===== src/rtl/note_track.sv =====
// note_track: four-lane falling-note tracker with pattern-driven spawning; define NOTE_TRACK_MISS_COUNT_EN to add miss_count
module note_track #(
    parameter int SLOTS      = 4,
    parameter int NOTE_SIZE  = 50,
    parameter int LANE0_X    = 170,
    parameter int LANE_PITCH = 100,
    parameter int SCREEN_H   = 480,
    parameter int NOTE_SPEED = 1
) (
    input  logic       clk,
    input  logic       reset,
    input  logic       frame_tick,
    input  logic       spawn_tick,
    input  logic       pat_valid,
    input  logic [3:0] pat,
    output logic       pat_ready,
    input  logic [9:0] px,
    input  logic [8:0] py,
    output logic [3:0] in_note,
    output logic       overflow,
`ifdef NOTE_TRACK_MISS_COUNT_EN
    output logic [7:0] miss_count,
`endif
    output logic [4:0] live_count
);
    typedef enum logic [1:0] {IDLE, WAIT_PAT, ALLOC} state_t;
    state_t state, state_nx;
    logic [3:0] pat_q;
    logic [SLOTS-1:0] valid [4];
    logic [SLOTS-1:0] valid_nx [4];
    logic [9:0] ytop [4][SLOTS];
    logic [9:0] ytop_nx [4][SLOTS];
    logic drop;
    logic found;
    logic [4:0] retired;
    logic [4:0] cnt;
    logic [3:0] hit;
    // spawn handshake sequencing; spawn_tick outside IDLE falls through unqueued
    always_comb begin
        state_nx = state;
        pat_ready = (state == WAIT_PAT);
        if (state == IDLE && spawn_tick)
            state_nx = WAIT_PAT;
        else if (state == WAIT_PAT && pat_valid)
            state_nx = ALLOC;
        else if (state == ALLOC)
            state_nx = IDLE;
    end
    // slot update: advance/retire on frame_tick, then allocate from slots free before this cycle
    always_comb begin
        drop = 1'b0;
        found = 1'b0;
        retired = '0;
        valid_nx = valid;
        ytop_nx = ytop;
        for (int l = 0; l < 4; l++) begin
            for (int s = 0; s < SLOTS; s++) begin
                if (frame_tick && valid[l][s]) begin
                    if ({1'b0, ytop[l][s]} + 11'(NOTE_SPEED) < 11'(SCREEN_H)) begin
                        ytop_nx[l][s] = ytop[l][s] + 10'(NOTE_SPEED);
                    end else begin
                        valid_nx[l][s] = 1'b0;
                        ytop_nx[l][s] = '0;
                        retired = retired + 5'd1;
                    end
                end
            end
            if (state == ALLOC && pat_q[l]) begin
                found = 1'b0;
                for (int s = 0; s < SLOTS; s++) begin
                    if (!found && !valid[l][s]) begin
                        found = 1'b1;
                        valid_nx[l][s] = 1'b1;
                        ytop_nx[l][s] = '0;
                    end
                end
                if (!found)
                    drop = 1'b1;
            end
        end
    end
    // live popcount and per-lane pixel hit test against the current slot contents
    always_comb begin
        cnt = '0;
        hit = '0;
        for (int l = 0; l < 4; l++) begin
            for (int s = 0; s < SLOTS; s++) begin
                cnt = cnt + {4'd0, valid[l][s]};
                if (valid[l][s] && int'(px) >= LANE0_X + l * LANE_PITCH
                    && int'(px) < LANE0_X + l * LANE_PITCH + NOTE_SIZE
                    && int'(py) >= int'(ytop[l][s]) && int'(py) < int'(ytop[l][s]) + NOTE_SIZE)
                    hit[l] = 1'b1;
            end
        end
    end
    // state, slot and registered output update
    always_ff @(posedge clk) begin
        if (reset) begin
            state <= IDLE;
            pat_q <= '0;
            valid <= '{default: '0};
            ytop <= '{default: '0};
            overflow <= 1'b0;
            live_count <= '0;
            in_note <= '0;
        end else begin
            state <= state_nx;
            if (state == WAIT_PAT && pat_valid)
                pat_q <= pat;
            valid <= valid_nx;
            ytop <= ytop_nx;
            overflow <= overflow | drop;
            live_count <= cnt;
            in_note <= hit;
        end
    end
`ifdef NOTE_TRACK_MISS_COUNT_EN
    logic [8:0] miss_sum;
    // saturating sum of retired slots
    always_comb miss_sum = {1'b0, miss_count} + {4'd0, retired};
    // miss counter register
    always_ff @(posedge clk) begin
        if (reset)
            miss_count <= '0;
        else
            miss_count <= miss_sum[8] ? 8'hFF : miss_sum[7:0];
    end
`endif
endmodule

===== config.mk =====
export PLATFORM = sky130hd
export DESIGN_NAME = note_track
export DESIGN_NICKNAME = d
export VERILOG_FILES = /design/src/rtl/note_track.sv
export SDC_FILE = /design/constraint.sdc
export NUM_CORES = 1
export LEC_CHECK = 0
export ABC_AREA = 1
export CORE_AREA = 2 2 225 227
export DETAILED_ROUTE_END_ITERATION = 6
export DIE_AREA = 0 0 227 229
export SLEW_MARGIN = 20
export SYNTH_ARGS = -nofsm -noshare
export SYNTH_HDL_FRONTEND = slang
export SYNTH_SLANG_ARGS = --single-unit

===== constraint.sdc =====
create_clock -name clk -period 9.7 [get_ports clk]
set_clock_uncertainty 0.15 [all_clocks]
set_input_delay 1.455 -clock clk [delete_from_list [all_inputs] [get_ports clk]]
set_output_delay 1.455 -clock clk [all_outputs]
set_load 0.01 [all_outputs]

==> results of run 1 <==
## cell families after synthesis
group / after synthesis / share of synthesized area
AND/OR/NAND/NOR: 1530 / 0.335
buffers and inverters: 446 / 0.0873
AO/OA/AOI/OAI: 352 / 0.0987
adder cells (fa/ha/maj): 321 / 0.209
flip-flops: 192 / 0.196
XOR/XNOR: 167 / 0.0746
## layout by cell type (no fill, tap or decap), types with 45 or more instances in the layout
| master | count |
|---|---|
| nand4_1 | 54 |
| nand2_1 | 840 |
| xor2_1 | 152 |
| inv_1 | 413 |
| ha_1 | 311 |
| a21oi_1 | 231 |
| nand3_1 | 169 |
| nor2_1 | 338 |
| o21ai_0 | 58 |
| nor3_1 | 45 |
| dfxtp_1 | 192 |
## final timing paths
| path | end | slack (ns) | from |
|---|---|---|---|
| max | live_count[3] | 5.89 | valid[0] |
| min | pat_q[0] | 0.31 | pat_q[0] |
| max reg2reg | live_count[3] | 5.89 | valid[0] |
| min reg2reg | pat_q[0] | 0.31 | pat_q[0] |
## power breakdown
part	switching, mW	total (mW)	leakage, nW	internal [mW]
registers	0.000936	0.790	1.55	0.789
logic	0.145	0.227	7.72	0.0822
clock network	0.334	0.731	0.274	0.397
## routing by layer
layer,GRT usage,vias to the layer above
met1,0.256,8579
met2,0.341,215
met5,0,-
met3,0.0272,53
met4,0.0592,0
li1,-,9767
## cell type report
class / instances / area, sq um / share of cell area
clock inverters: 9 / 109 / 0.00511
flip-flops and latches: 192 / 3840 / 0.181
repair buffers: 45 / 398 / 0.0187
multi-input cells: 2370 / 14000 / 0.660
clock buffers: 22 / 474 / 0.0223
inverters: 418 / 1570 / 0.0737
well taps: 672 / 841 / 0.0395
## per-stage QoR
step	hold WS (ns)	area [sq um]
after CTS	0.315	21300
after detailed placement	0.304	20700
after global routing	0.331	21300
after floorplan	0.291	19600
final	0.313	21300
after global placement	0.303	20700
## cell usage after synthesis (3+ instances only)
cell / count
ha_1: 311
nand3b_4: 7
a21oi_1: 231
fa_1: 10
o21ai_0: 58
o21a_1: 3
o21ai_2: 8
nand4_1: 54
nand3_2: 4
nand3_1: 169
o21bai_1: 9
nor3_2: 8
dfxtp_1: 192
xor2_1: 152
nand2_1: 840
nor2_1: 338
nand2_2: 20
inv_1: 413
nor2_2: 9
nor3_1: 45
buf_4: 5
xnor2_1: 15
a21o_1: 16
o21ai_1: 4
a21boi_0: 15
nand3b_1: 28
buf_2: 13
inv_2: 4
clkbuf_1: 9
## worst max-delay path, cell delays in order, from the launching register on
cell and delay [ns]:
dfxtp_1 0.40, inv_1 0.12, fa_1 0.61, fa_1 0.45
fa_1 0.42, fa_1 0.52, inv_1 0.07, ha_1 0.29
a21o_1 0.16, a21oi_1 0.15, o21ai_0 0.09, a21oi_1 0.28
## flip-flops by register name, indices dropped and copies added (netlist names)
signal,cells
pat_q,4
ytop,160
in_note,4
valid,16
overflow,1
live_count,5
state,2
==> results.sh, run 1 <==
export IMPL_slew_headroom=0.229
export IMPL_ys_ff_latch=192
export IMPL_finalCritPeriodShare=0.393
export IMPL_rows=82
export IMPL_htreeDepth=4
export IMPL_synth_area_top_cells="ha_1 (20%), dfxtp_1 (20%), nand2_1 (16%)"
export IMPL_cts_sinks=192
export IMPL_via_count=18600
export IMPL_setup_viol=0
export IMPL_wire_per_inst_um=13.5
export IMPL_ios=39
export IMPL_area_delta_synth_final_pct=8.57
export IMPL_critPathKind="reg2reg"
export IMPL_cts_buffer_depth=2
export IMPL_ir_worst_vdd_v=0.000138
export IMPL_diodes=0
export IMPL_p_per_area_nw_per_um2=82.1
export IMPL_holdCritPathClass="reg2reg"
export IMPL_grt_pass1_vias=17500
export IMPL_power_leakage_nw=9.54
export IMPL_yosysWarnings=0
export IMPL_vias_per_cell=4.99
export IMPL_die_width_um=227
export IMPL_ys_types=42
export IMPL_nets=3393
export IMPL_antenna_found_initial=1
export IMPL_drv_slew=0
export IMPL_grt_max_degree=33
export IMPL_insertion_delay_ns=0.50
export IMPL_nFillCells=5254
export IMPL_post_dp_hpwl_um=38000
export IMPL_max_freq_ghz=0.262
export IMPL_p_total_mw=1.75
export IMPL_final_core_util=0.429
export IMPL_r2r_cells=11
export IMPL_crit_path_start_kind="flip-flop"
export IMPL_gp_congestion=0.876
export IMPL_synth_top_area_cell="ha_1"
export IMPL_holdBufCountCts=0
export IMPL_met2_length_um=23700
export IMPL_initial_core_util=0.395
export IMPL_post_cts_buffers=0
export IMPL_cts_buffers=17
export IMPL_async_flop_share=0
export IMPL_post_route_drc_count=0
export IMPL_wl_met1_um=24300
export IMPL_cts_reportedPaths_clkPinSlew_ns=0.07
export IMPL_portBuffers=37
export IMPL_hold_viol_final=0
export IMPL_dr_pass1_iters=5
export IMPL_worst_path_max_fanout=4
export IMPL_cts_resized=0
export IMPL_core_area_sq_um=49700
export IMPL_synth_enable_flop_cells=0
export IMPL_synth_seq_area_share=0.196
export IMPL_place_inst=3696
export IMPL_endpoint_kind="flip-flop"
export IMPL_maxCapViolations=0
export IMPL_hold_path_depth=2
export IMPL_postSynthCellCount=3008
export IMPL_grt_pass1_wl_um=83800
export IMPL_grt_overflow=0
export IMPL_worstPathRequired_ns=9.93
export IMPL_grt_use_total=0.198
export IMPL_synth_fp_nets=3357
export IMPL_synth_flop_cell="dfxtp_1"
export IMPL_tns_ns=0
export IMPL_syn_area_per_cell_sq_um=6.52
export IMPL_cts_tree="yes"
export IMPL_grt_setup_unrepaired="no"
export IMPL_dp_slack_ns=5.83
export IMPL_die_h_um=229
export IMPL_drive_above_1_share=0.0370
export IMPL_arrival_ns=4.05
export IMPL_drtIter0Drc=939
export IMPL_cts_root_buf="clkbuf_16"
export IMPL_final_cells=3728
export IMPL_dr_wl_met3_um=1340
export IMPL_worst_slew_pin_slew_ns=1.16
export IMPL_synth_cell_area_sq_um=19600
export IMPL_fin_ws_ns=5.89
export IMPL_dieArea_sq_um=52000
export IMPL_highest_layer="met4"
export IMPL_wl_um=50300
export IMPL_fin_crit_ns=3.81
export IMPL_ant_nets=0
export IMPL_synth_top_area_frac=0.199
export IMPL_status="finished clean"
Note: power is estimated with default switching activity, not from simulation.
==> inputs of run 2 (changes only) <==
clock period = 3.85 ns   (was 9.7 ns; I/O delays follow)
==> results.sh, run 2 (synthesis results as in run 1) <==
export IMPL_nets=3410
export IMPL_ant_nets=0
export IMPL_setup_viol=0
export IMPL_worst_slew_pin_slew_ns=0.832
export IMPL_drv_slew=0
export IMPL_endpoint_kind="flip-flop"
export IMPL_p_clk_frac=0.432
export IMPL_grt_overflow=0
export IMPL_gp_congestion=0.882
export IMPL_wire_per_inst_um=13.8
export IMPL_vias_per_cell=4.99
export IMPL_power_leakage_nw=9.66
export IMPL_grt_pass1_vias=17600
export IMPL_share_comb_of_total_power=0.130
export IMPL_p_total_mw=4.54
export IMPL_p_per_area_nw_per_um2=211
export IMPL_rr_endpoint="live_count[4]"
export IMPL_ios=39
export IMPL_max_freq_ghz=0.271
export IMPL_worst_path_max_fanout=4
export IMPL_finalCritPeriodShare=0.960
export IMPL_initial_core_util=0.395
export IMPL_grt_setup_unrepaired="no"
export IMPL_cts_root_buf="clkbuf_16"
export IMPL_seqPwrFrac=0.438
export IMPL_antenna_found_initial=0
export IMPL_tns_ns=0
export IMPL_place_inst=3714
export IMPL_area_delta_synth_final_pct=9.67
export IMPL_crit_path_start_kind="flip-flop"
export IMPL_design_area_sq_um=21500
export IMPL_layout_common_cells="nand2_1 (840), inv_1 (413), nor2_1 (338)"
export IMPL_hold_start="pat_q[2]"
export IMPL_via_count=18700
export IMPL_r2r_cells=12
export IMPL_internal_power_mw=3.26
export IMPL_top_regs="ytop x160, valid x16, live_count x5"
export IMPL_nFillCells=5198
export IMPL_drtIter0Drc=1106
export IMPL_largest_register_ffs=160
export IMPL_final_cells=3746
export IMPL_fin_ws_ns=0.156
export IMPL_cts_sinks=192
export IMPL_wl_um=51600
export IMPL_dr_pass1_iters=5
export IMPL_ir_worst_vdd_v=0.000348
export IMPL_cts_tree="yes"
export IMPL_maxCapViolations=0
export IMPL_hold_viol_final=0
export IMPL_cts_buffer_depth=2
export IMPL_hold_path_depth=2
export IMPL_final_common_cell="nand2_1"
export IMPL_drive_above_1_share=0.0433
export IMPL_grt_max_degree=22
export IMPL_largest_register="ytop"
export IMPL_grt_pass1_wl_um=85300
export IMPL_cts_reportedPaths_clkPinSlew_ns=0.08
export IMPL_regToRegStartpoint="valid[5]"
export IMPL_dieArea_sq_um=52000
export IMPL_post_dp_hpwl_um=40700
export IMPL_fin_crit_ns=3.69
export IMPL_hold_ws_ns=0.321
export IMPL_die_width_um=227
export IMPL_rows=82
export IMPL_diodes=0
export IMPL_placed_area_sq_um=20900
export IMPL_holdBufCountCts=0
export IMPL_holdCritPathClass="reg2reg"
export IMPL_cts_buffers=17
export IMPL_insertion_delay_ns=0.50
export IMPL_worstPathRequired_ns=4.06
export IMPL_rrSetupSlack_ns=0.16
export IMPL_status="finished clean"
export IMPL_arrival_ns=3.91
export IMPL_die_h_um=229
export IMPL_setup_worst_path_start="valid[5]"
export IMPL_swShare=0.283
export IMPL_portBuffers=37
export IMPL_critPathKind="reg2reg"
export IMPL_p_sw_mw=1.28
export IMPL_dp_slack_ns=0.127
export IMPL_final_core_util=0.433
export IMPL_htreeDepth=4
export IMPL_core_area_sq_um=49700
export IMPL_post_route_drc_count=0
export IMPL_min_to="pat_q[2]"
export IMPL_slew_headroom=0.445
export IMPL_grt_use_total=0.203
==> run 2: area by class of cell <==
| class | instances | area, sq um | share of cell area |
|---|---|---|---|
| flip-flops and latches | 192 | 3840 | 0.179 |
| inverters | 418 | 1570 | 0.0730 |
| clock buffers | 18 | 439 | 0.0204 |
| multi-input cells | 2370 | 14000 | 0.653 |
| well taps | 672 | 841 | 0.0391 |
| clock inverters | 14 | 181 | 0.00844 |
| repair buffers | 62 | 576 | 0.0268 |
==> run 2: worst max-delay path by stage <==
stage	to	slack [ns]
2_1_floorplan	live_count[4]	0.31
3_3_place_gp	live_count[4]	0.17
3_5_place_dp	live_count[4]	0.13
4_1_cts	live_count[4]	0.11
5_1_grt	live_count[4]	0.008
6_report	live_count[4]	0.16
==> run 2: repair_timing <==
item / in CTS / in global routing
setup buffers: 0 / 0
gates resized for setup: 0 / 1
endpoints found under the hold margin: 0 / 0
setup endpoints to repair: 0 / 1
==> run 2: critical path: stages, from the launching register on <==
cell,delay (ns)
dfxtp_1,0.37
inv_1,0.13
fa_1,0.59
fa_1,0.45
fa_1,0.48
fa_1,0.49
inv_1,0.04
ha_1,0.19
fa_1,0.38
nand2_1,0.08
inv_1,0.05
o21ai_1,0.13
nor2_1,0.05
==> run 2: power by group through the flow <==
stage	Combinational (mW)	Sequential (mW)	Clock [mW]
after global placement	0.570	2.04	0
after global routing	0.683	1.99	2.09
after floorplan	0.357	2.04	0
final	0.590	1.99	1.96
after detailed placement	0.591	2.04	0
after CTS	0.593	1.99	2.02
==> run 2: routing by layer <==
metal / wire [um] / GRT usage / vias up
met1: 24900 / 0.266 / 8562
met4: 1070 / 0.0635 / 0
li1: - / - / 9794
met2: 23900 / 0.343 / 295
met3: 1810 / 0.0272 / 57
met5: 0 / 0 / -
